--- src/rtl/alarm_sounder.sv ---
// Alarm sounder: turns the alarm FSM's alarm_on level into a cadenced buzzer tone
// with snooze, stop, auto-timeout and a status LED, all timed by internal prescalers.
module alarm_sounder #(
  parameter int TICK_DIV    = 100_000,
  parameter int MS_PER_S    = 1000,
  parameter int TONE_DIV    = 25_000,
  parameter int BEEP_ON_MS  = 200,
  parameter int BEEP_OFF_MS = 300,
  parameter int SNOOZE_S    = 300,
  parameter int TIMEOUT_S   = 60
) (
  input  logic       clk,
  input  logic       reset,
  input  logic       alarm_on,
  input  logic       btn_snooze,
  input  logic       btn_stop,
  output logic       buzzer,
  output logic       alarm_led,
  output logic       snoozing,
  output logic [1:0] state
);

  function automatic int cnt_width(input int n);
    return (n > 1) ? $clog2(n) : 1;
  endfunction

  localparam int PERIOD_MS = BEEP_ON_MS + BEEP_OFF_MS;
  localparam int SEC_MAX   = (TIMEOUT_S > SNOOZE_S) ? TIMEOUT_S : SNOOZE_S;
  localparam int TW = cnt_width(TICK_DIV);
  localparam int MW = cnt_width(MS_PER_S);
  localparam int CW = cnt_width(PERIOD_MS);
  localparam int SW = cnt_width(SEC_MAX);
  localparam int NW = cnt_width(TONE_DIV);

  typedef enum logic [1:0] {
    IDLE    = 2'd0,
    RING    = 2'd1,
    SNOOZE  = 2'd2,
    LOCKOUT = 2'd3
  } state_t;

  state_t        state_r, next_state_s;
  logic          prev_stop_r, prev_snooze_r;
  logic [TW-1:0] tick_cnt_r;
  logic [MW-1:0] ms_cnt_r;
  logic [SW-1:0] sec_cnt_r;
  logic [CW-1:0] cad_cnt_r;
  logic [NW-1:0] tone_cnt_r;
  logic          tone_r;

  logic stop_ev_s, snooze_ev_s, enter_s;
  logic ms_tick_s, s_tick_s, cad_wrap_s, tone_flip_s, beep_s;
  logic buzzer_s, led_s;

  assign stop_ev_s   = btn_stop & ~prev_stop_r;
  assign snooze_ev_s = btn_snooze & ~prev_snooze_r;
  assign enter_s     = (next_state_s != state_r);
  assign ms_tick_s   = (tick_cnt_r == TW'(TICK_DIV - 1));
  assign s_tick_s    = ms_tick_s && (ms_cnt_r == MW'(MS_PER_S - 1));
  assign cad_wrap_s  = ms_tick_s && (cad_cnt_r == CW'(PERIOD_MS - 1));
  assign tone_flip_s = (tone_cnt_r == NW'(TONE_DIV - 1));
  assign beep_s      = (cad_cnt_r < CW'(BEEP_ON_MS));
  assign state       = state_r;

  // Next-state decision and the values the output registers will capture
  always_comb begin
    next_state_s = state_r;
    buzzer_s     = 1'b0;
    led_s        = 1'b0;
    case (state_r)
      IDLE: begin
        if (alarm_on) next_state_s = RING;
        else          next_state_s = IDLE;
      end
      RING: begin
        buzzer_s = tone_r & beep_s;
        led_s    = 1'b1;
        if (stop_ev_s)        next_state_s = LOCKOUT;
        else if (snooze_ev_s) next_state_s = SNOOZE;
        else if (s_tick_s && (sec_cnt_r == SW'(TIMEOUT_S - 1))) next_state_s = LOCKOUT;
        else                  next_state_s = RING;
      end
      SNOOZE: begin
        led_s = sec_cnt_r[0];
        if (stop_ev_s) next_state_s = LOCKOUT;
        else if (s_tick_s && (sec_cnt_r == SW'(SNOOZE_S - 1))) next_state_s = RING;
        else           next_state_s = SNOOZE;
      end
      LOCKOUT: begin
        if (!alarm_on) next_state_s = IDLE;
        else           next_state_s = LOCKOUT;
      end
      default: next_state_s = IDLE;
    endcase
  end

  // State, button edge history and registered outputs
  always_ff @(posedge clk) begin
    if (!reset) begin
      state_r       <= IDLE;
      prev_stop_r   <= 1'b0;
      prev_snooze_r <= 1'b0;
      buzzer        <= 1'b0;
      alarm_led     <= 1'b0;
      snoozing      <= 1'b0;
    end else begin
      state_r       <= next_state_s;
      prev_stop_r   <= btn_stop;
      prev_snooze_r <= btn_snooze;
      buzzer        <= buzzer_s;
      alarm_led     <= led_s;
      snoozing      <= (state_r == SNOOZE);
    end
  end

  // Prescalers, cadence and tone; every state entry restarts timing from zero
  always_ff @(posedge clk) begin
    if (!reset || enter_s) begin
      tick_cnt_r <= '0;
      ms_cnt_r   <= '0;
      sec_cnt_r  <= '0;
      cad_cnt_r  <= '0;
      tone_cnt_r <= '0;
      tone_r     <= 1'b0;
    end else begin
      tick_cnt_r <= ms_tick_s ? '0 : tick_cnt_r + TW'(1);
      if (ms_tick_s) begin
        ms_cnt_r <= (ms_cnt_r == MW'(MS_PER_S - 1)) ? '0 : ms_cnt_r + MW'(1);
      end
      if (s_tick_s) begin
        sec_cnt_r <= (sec_cnt_r == SW'(SEC_MAX - 1)) ? '0 : sec_cnt_r + SW'(1);
      end
      if (state_r == RING) begin
        if (ms_tick_s) begin
          cad_cnt_r <= cad_wrap_s ? '0 : cad_cnt_r + CW'(1);
        end
        // A cadence wrap restarts the tone so every burst has the same phase
        if (cad_wrap_s) begin
          tone_cnt_r <= '0;
          tone_r     <= 1'b0;
        end else if (tone_flip_s) begin
          tone_cnt_r <= '0;
          tone_r     <= ~tone_r;
        end else begin
          tone_cnt_r <= tone_cnt_r + NW'(1);
        end
      end
    end
  end

endmodule

--- config.mk ---
export PLATFORM = sky130hd
export DESIGN_NAME = alarm_sounder
export DESIGN_NICKNAME = d
export VERILOG_FILES = /design/src/rtl/alarm_sounder.sv
export SDC_FILE = /design/constraint.sdc
export NUM_CORES = 1
export LEC_CHECK = 0
export CAP_MARGIN = 20
export CORE_MARGIN = 3
export CORE_UTILIZATION = 40
export DETAILED_ROUTE_END_ITERATION = 6
export HOLD_SLACK_MARGIN = 0.1
export PLACE_DENSITY = 0.69
export RECOVER_POWER = 100
export SETUP_SLACK_MARGIN = 0.15
export SLEW_MARGIN = 40
export SYNTH_ARGS = -nofsm -noshare
export SYNTH_HDL_FRONTEND = slang
export SYNTH_SLANG_ARGS = --single-unit
--- constraint.sdc ---
create_clock -name clk -period 2.87 [get_ports clk]
set_input_delay 0.574 -clock clk [delete_from_list [all_inputs] [get_ports clk]]
set_output_delay 0.574 -clock clk [all_outputs]
set_load 0.03 [all_outputs]
Word level (Yosys, flattened, before mapping). Index checks and enable logic that the tools add are counted. W data, S select, Z words.

Register bits: 68. Input bits: 5.

Reduce and logical (&&, ||, !) cells: 12. Bitwise operators: 6. Equal/unequal tests: 10. $lt $le $gt $ge: 1. Add/subtract/negate cells: 5. Multiplexer cells: 16.

Operator list (number): $mux W15 (2); $add A9 B1 Y9 const B (2); $eq A9 B9 Y1 const B (2); $mux W9 (2); $add A17 B1 Y17 const B (1); $eq A17 B17 Y1 const B (1); $add A15 B1 Y15 const B (1); $eq A15 B15 Y1 const B (1); $mux W2 (6); $add A10 B1 Y10 const B (1); $eq A10 B10 Y1 const B (1); $mux W10 (1); $eq A9 B6 Y1 const B (1); $lt A9 B8 Y1 const B (1); $pmux W2 S4 (1); $reduce_and A2 Y1 (3); $eq A2 B2 Y1 const B (2); $logic_and A1 B1 Y1 (4); $and A1 B1 Y1 (3); $mux W1 (3); $not A1 Y1 (3); $eq A2 B1 Y1 const B (1); $logic_not A2 Y1 (1); $ne A2 B2 Y1 (1); 5 further kinds (5).

Longest topological paths before layout.
Depth in word-level cells: 10. Gate-level depth with buffers: 11.

Worst setup path before layout. Ideal clock, no wire load.

Path kind: register to register. From: register sec_cnt_r[2]. To: register tone_cnt_r[11]. Data arrival time: 2833 ps. Setup time: 132 ps. Cell stages (with the launch flop): 9. Required time: 2738 ps. Buffers on the path: 3. Path slack: -95 ps. Path through: dfxtp_1 -> or4b_4 -> or4b_4 -> o31ai_4 -> mux2i_1 -> buf_6 -> buf_2 -> clkbuf_1 -> nor3_1.

Cells in the longest elaborated chain, start to end: 8.

RTL lines: from (decl) (RTL line 46) `logic [SW-1:0] sec_cnt_r;`; from (signal assigned) (RTL line 131) `sec_cnt_r <= (sec_cnt_r == SW'(SEC_MAX - 1)) ? '0 : sec_cnt_r + SW'(1);`; $eq A9 B6 Y1 (RTL line 80) `else if (s_tick_s && (sec_cnt_r == SW'(TIMEOUT_S - 1))) next_state_s = LOCKOUT;`; $logic_and A1 B1 Y1 (RTL line 80); $mux W2 (RTL line 80); $mux W2 (RTL line 79) `else if (snooze_ev_s) next_state_s = SNOOZE;`; $mux W2 (RTL line 78) `if (stop_ev_s) next_state_s = LOCKOUT;`; $pmux W2 S4 (*) (RTL line 70) `case (state_r)`; $ne A2 B2 Y1 (*) (RTL line 57) `assign enter_s = (next_state_s != state_r);`; $logic_or A1 B1 Y1 (*) (RTL line 118) `if (!reset || enter_s) begin`; to (signal assigned) (RTL line 145) `tone_cnt_r <= tone_cnt_r + NW'(1);`; to (decl) (RTL line 48) `logic [NW-1:0] tone_cnt_r;`.

Every way passes the cells marked *; elsewhere a longest branch is shown, timed or not. A chain may end at the register's enable or synchronous reset.

Final worst setup path.
From: register sec_cnt_r[6]. To: register sec_cnt_r[6].

Cells in the longest elaborated chain, start to end: 8.

RTL lines (RTL line): $eq A9 B6 Y1 (80); $logic_and A1 B1 Y1 (80); $mux W2 (80); $mux W2 (79); $mux W2 (78); $pmux W2 S4 (70); $ne A2 B2 Y1 (57); $logic_or A1 B1 Y1 (118).

Parallel ways exist; a longest one is shown, timed or not.

==> flow_summary_export.csv <==
group,metric,value,unit
place,globalplace.congestion,0.8571,
logic_synthesis,yosys-top-cells-count,"dfxtp_1 (68), nand3_1 (42), nand4_1 (37), nor3_1 (37)",
place,portBuffers,9,
cts,cts.path.max_buffers,2,
die,top_level_ports,10,
power_and_ir_drop,p_leak,1.488,nW
worst_setup_path,r2r_cells,7,
min_path,hold_depth,2,
cells_and_area,drive_gt1_share,12.95,%
worst_setup_path,worstReg2RegEnd,"sec_cnt_r[6]",
grt,grt_pass1_vias,3291,
place,dp_hpwl,5787,um
logic_synthesis,synth_top_area_share,36.45,%
grt,antenna_found_initial,0,
grt,track_usage,18.15,%
sta,final_max_slew_viol_count,0,
cts,cts_tree,"yes",
die,core_area,8891,um2
power_and_ir_drop,vdd_drop_max,0.2997,mV
logic_synthesis,synthCells,448,
cts,cts_buffers,9,
worst_setup_path,crit_fanout,7,
cts,clock_sinks,68,
routing,drt_wl_total,8926,um
logic_synthesis,synth_seq_area_share,36.45,%
worst_setup_path,crit_type,"reg -> reg",
grt,grt_first_pass_wirelength,15430,um
sta,rsz0062_at_grt,"true",
logic_synthesis,synthFlopType,"dfxtp_1",
cts,h-tree-depth,3,
worst_setup_path,crit_family,"simple AND/OR/NAND/NOR gates",
routing,drt_iter0_markers,164,
routing,first_pass_iters,4,
logic_synthesis,ys_seq_elements,68,
logic_synthesis,synth_cell_type_count,43,
die,design.die.area,10530,um2
place,place_ws,0.01401,ns
routing,drc,0,
sta,final_hold_viol_count,0,
cells_and_area,seq_area,1370,um2
logic_synthesis,yosysWarnings,0,
grt,grt_max_degree,32,
sta,tightest_slew,0.8387,ns
logic_synthesis,synth_top_area_cell,"dfxtp_1",
routing,ant_nets,0,
cells_and_area,layout.nets,481,
cells_and_area,syn_to_final_growth,16.25,%
cells_and_area,nFillCells,825,
logic_synthesis,synth.net_count,462,
sta,max_freq,368.9,MHz
outcome,status,"finished clean",
cts,path_clk_slew,0.08,ns
flow_run,cap_violations,0,
sta,finalSetupViolations,0,
sta,setup_tns,0,ns
sta,period_share,94.44,%
grt,grt-ovfl-total,0,
min_path,min_from,"tone_r",
routing,via_per_inst,5.950,
sta,max-slew-margin-rel,44.09,%
power_and_ir_drop,p_per_area,459.8,nW/um2
cells_and_area,multi_input_area,2266,um2
die,placementRows,34,
sta,fin_crit,2.710,ns
worst_setup_path,cp_data_required_time,3.15,ns
worst_setup_path,cpMaxStageDelayCell,"or4b_1",
cells_and_area,diodes,0,
logic_synthesis,ys_async_sr_fraction,0,%
cts,cts-root-buf,"clkbuf_8",
cts,insertion_delay,0.35,ns
worst_setup_path,startpoint_type,"register",
worst_setup_path,critPathBufInv,1,
place,dp_cells,553,
cells_and_area,final_core_util,48.83,%
min_path,worst_hold_path.endpoint,"buzzer",
logic_synthesis,netlist_area,3735,um2
die,die_x,102.6,um
worst_setup_path,end_kind,"register",
die,dieHeight,102.6,um
logic_synthesis,yosysMostFrequentCell,"dfxtp_1",
die,initial_core_util,42.01,%
cells_and_area,finalNonFillerCells,579,
worst_setup_path,arrival,2.99,ns
min_path,hold_class,"reg -> reg",
worst_setup_path,cpPeakStageDelay,0.56,ns
routing,wl_per_cell,15.42,um
logic_synthesis,synth.avg_cell_area,8.337,um2
logic_synthesis,synth-edff-count,0,
sta,finalWorstSetupSlack,0.1595,ns
worst_setup_path,rrSetupSlack,0.16,ns
worst_setup_path,cp_num_cells,7,
worst_setup_path,cp_cell_sequence,"or4b_4 > or4b_1 > o31ai_4 > mux2i_2 > clkbuf_4 > or4_1 > nor2_1",
logic_synthesis,synth_area_leaders,"dfxtp_1 (36%), xnor2_1 (8.4%), nand4_1 (6.2%)",
routing,vias,3445,
sta,fin_worst_skew,0.007250,ns
worst_setup_path,r2r-start,"sec_cnt_r[6]",
-- timing repair --
| action | 4_1_cts | 5_1_grt |
|---|---|---|
| pin swaps | 5 | 5 |
| hold buffers | 0 | 0 |
| setup endpoints to repair | 53 | 54 |
| cloned | 0 | 0 |
| gates resized for setup | 6 | 6 |
| buffers inserted | 9 | 2 |
-- worst max path at each step --
stage | from | to | slack [ns]
5_1_grt | sec_cnt_r[6] | tick_cnt_r[13] | 0.07
2_1_floorplan | sec_cnt_r[2] | tone_cnt_r[11] | 0.17
3_3_place_gp | sec_cnt_r[2] | tick_cnt_r[11] | 0.06
3_5_place_dp | sec_cnt_r[2] | tick_cnt_r[11] | 0.01
4_1_cts | sec_cnt_r[6] | sec_cnt_r[6] | 0.16
6_report | sec_cnt_r[6] | sec_cnt_r[6] | 0.16
-- logic make-up (layout without fill, tap and decap cells) --
| logic type | after synthesis | count (layout) | share of synthesized area (%) |
|---|---|---|---|
| and+or+nand+nor | 255 | 255 | 38.73 |
| muxes | 5 | 5 | 1.440 |
| AOI/OAI and AO/OA | 20 | 20 | 4.020 |
| buffers and inverters | 39 | 62 | 4.154 |
| xor gates and xnor gates | 52 | 52 | 12.19 |
| adders and majority gates | 9 | 9 | 3.015 |
| DFF | 68 | 68 | 36.45 |
-- power breakdown --
group	switching, mW	internal [mW]
clock	0.383	0.486
sequential	0.00607	0.950
combinational	0.113	0.0581
total	0.502	1.49
-- layout by cell type (no fill, tap or decap), drive strengths merged, types with 8 or more instances in the layout --
cell type / count
nor3: 37
clkbuf: 15
inv: 10
nor4: 13
nand3: 42
and4: 8
nor2: 36
or4: 18
ha: 9
buf: 24
nand4: 37
nor4b: 8
nand2: 24
xor2: 16
dfxtp: 68
xnor2: 36
-- cell type report --
class	count	share of cell area [%]
Timing Repair Buffer	39	7.579
Clock inverter	6	2.017
Multi-Input combinational cell	341	52.19
Sequential cell	68	31.56
Clock buffer	9	2.853
Inverter	8	0.6916
Tap cell	108	3.112
-- flip-flops by register name (all words and copies together) (netlist names) --
signal         count
buzzer             1
cad_cnt_r          9
state              2
prev_snooze_r      1
sec_cnt_r          9
tone_r             1
prev_stop_r        1
snoozing           1
tick_cnt_r        17
ms_cnt_r          10
alarm_led          1
tone_cnt_r        15
-- through the flow --
step	hold slack (ns)	cell area, um2	total power, mW
2_1_floorplan	0.4153	3762	1.077
3_3_place_gp	0.4480	4035	1.144
3_5_place_dp	0.4525	4041	1.147
4_1_cts	0.4629	4339	2.012
5_1_grt	0.4889	4342	2.070
6_report	0.4693	4342	1.996
-- worst register-to-register path: cells and delay by family, from the launching register on --
kind / cells / cell delay [ns]
flops: 1 / 0.35
mux: 1 / 0.16
buf+inv: 1 / 0.18
compound gates: 1 / 0.25
simple gates: 4 / 1.71
-- per-layer routing --
layer / global-route usage (%) / part of all wire (%) / vias to the layer above
met5: 0 / 0 / -
met4: 4.541 / 1.4 / 0
met3: 4.465 / 4.2 / 10
met2: 29.94 / 48 / 62
met1: 23.89 / 46 / 1683
li1: - / - / 1690
Note: power is estimated with default switching activity, not from simulation.
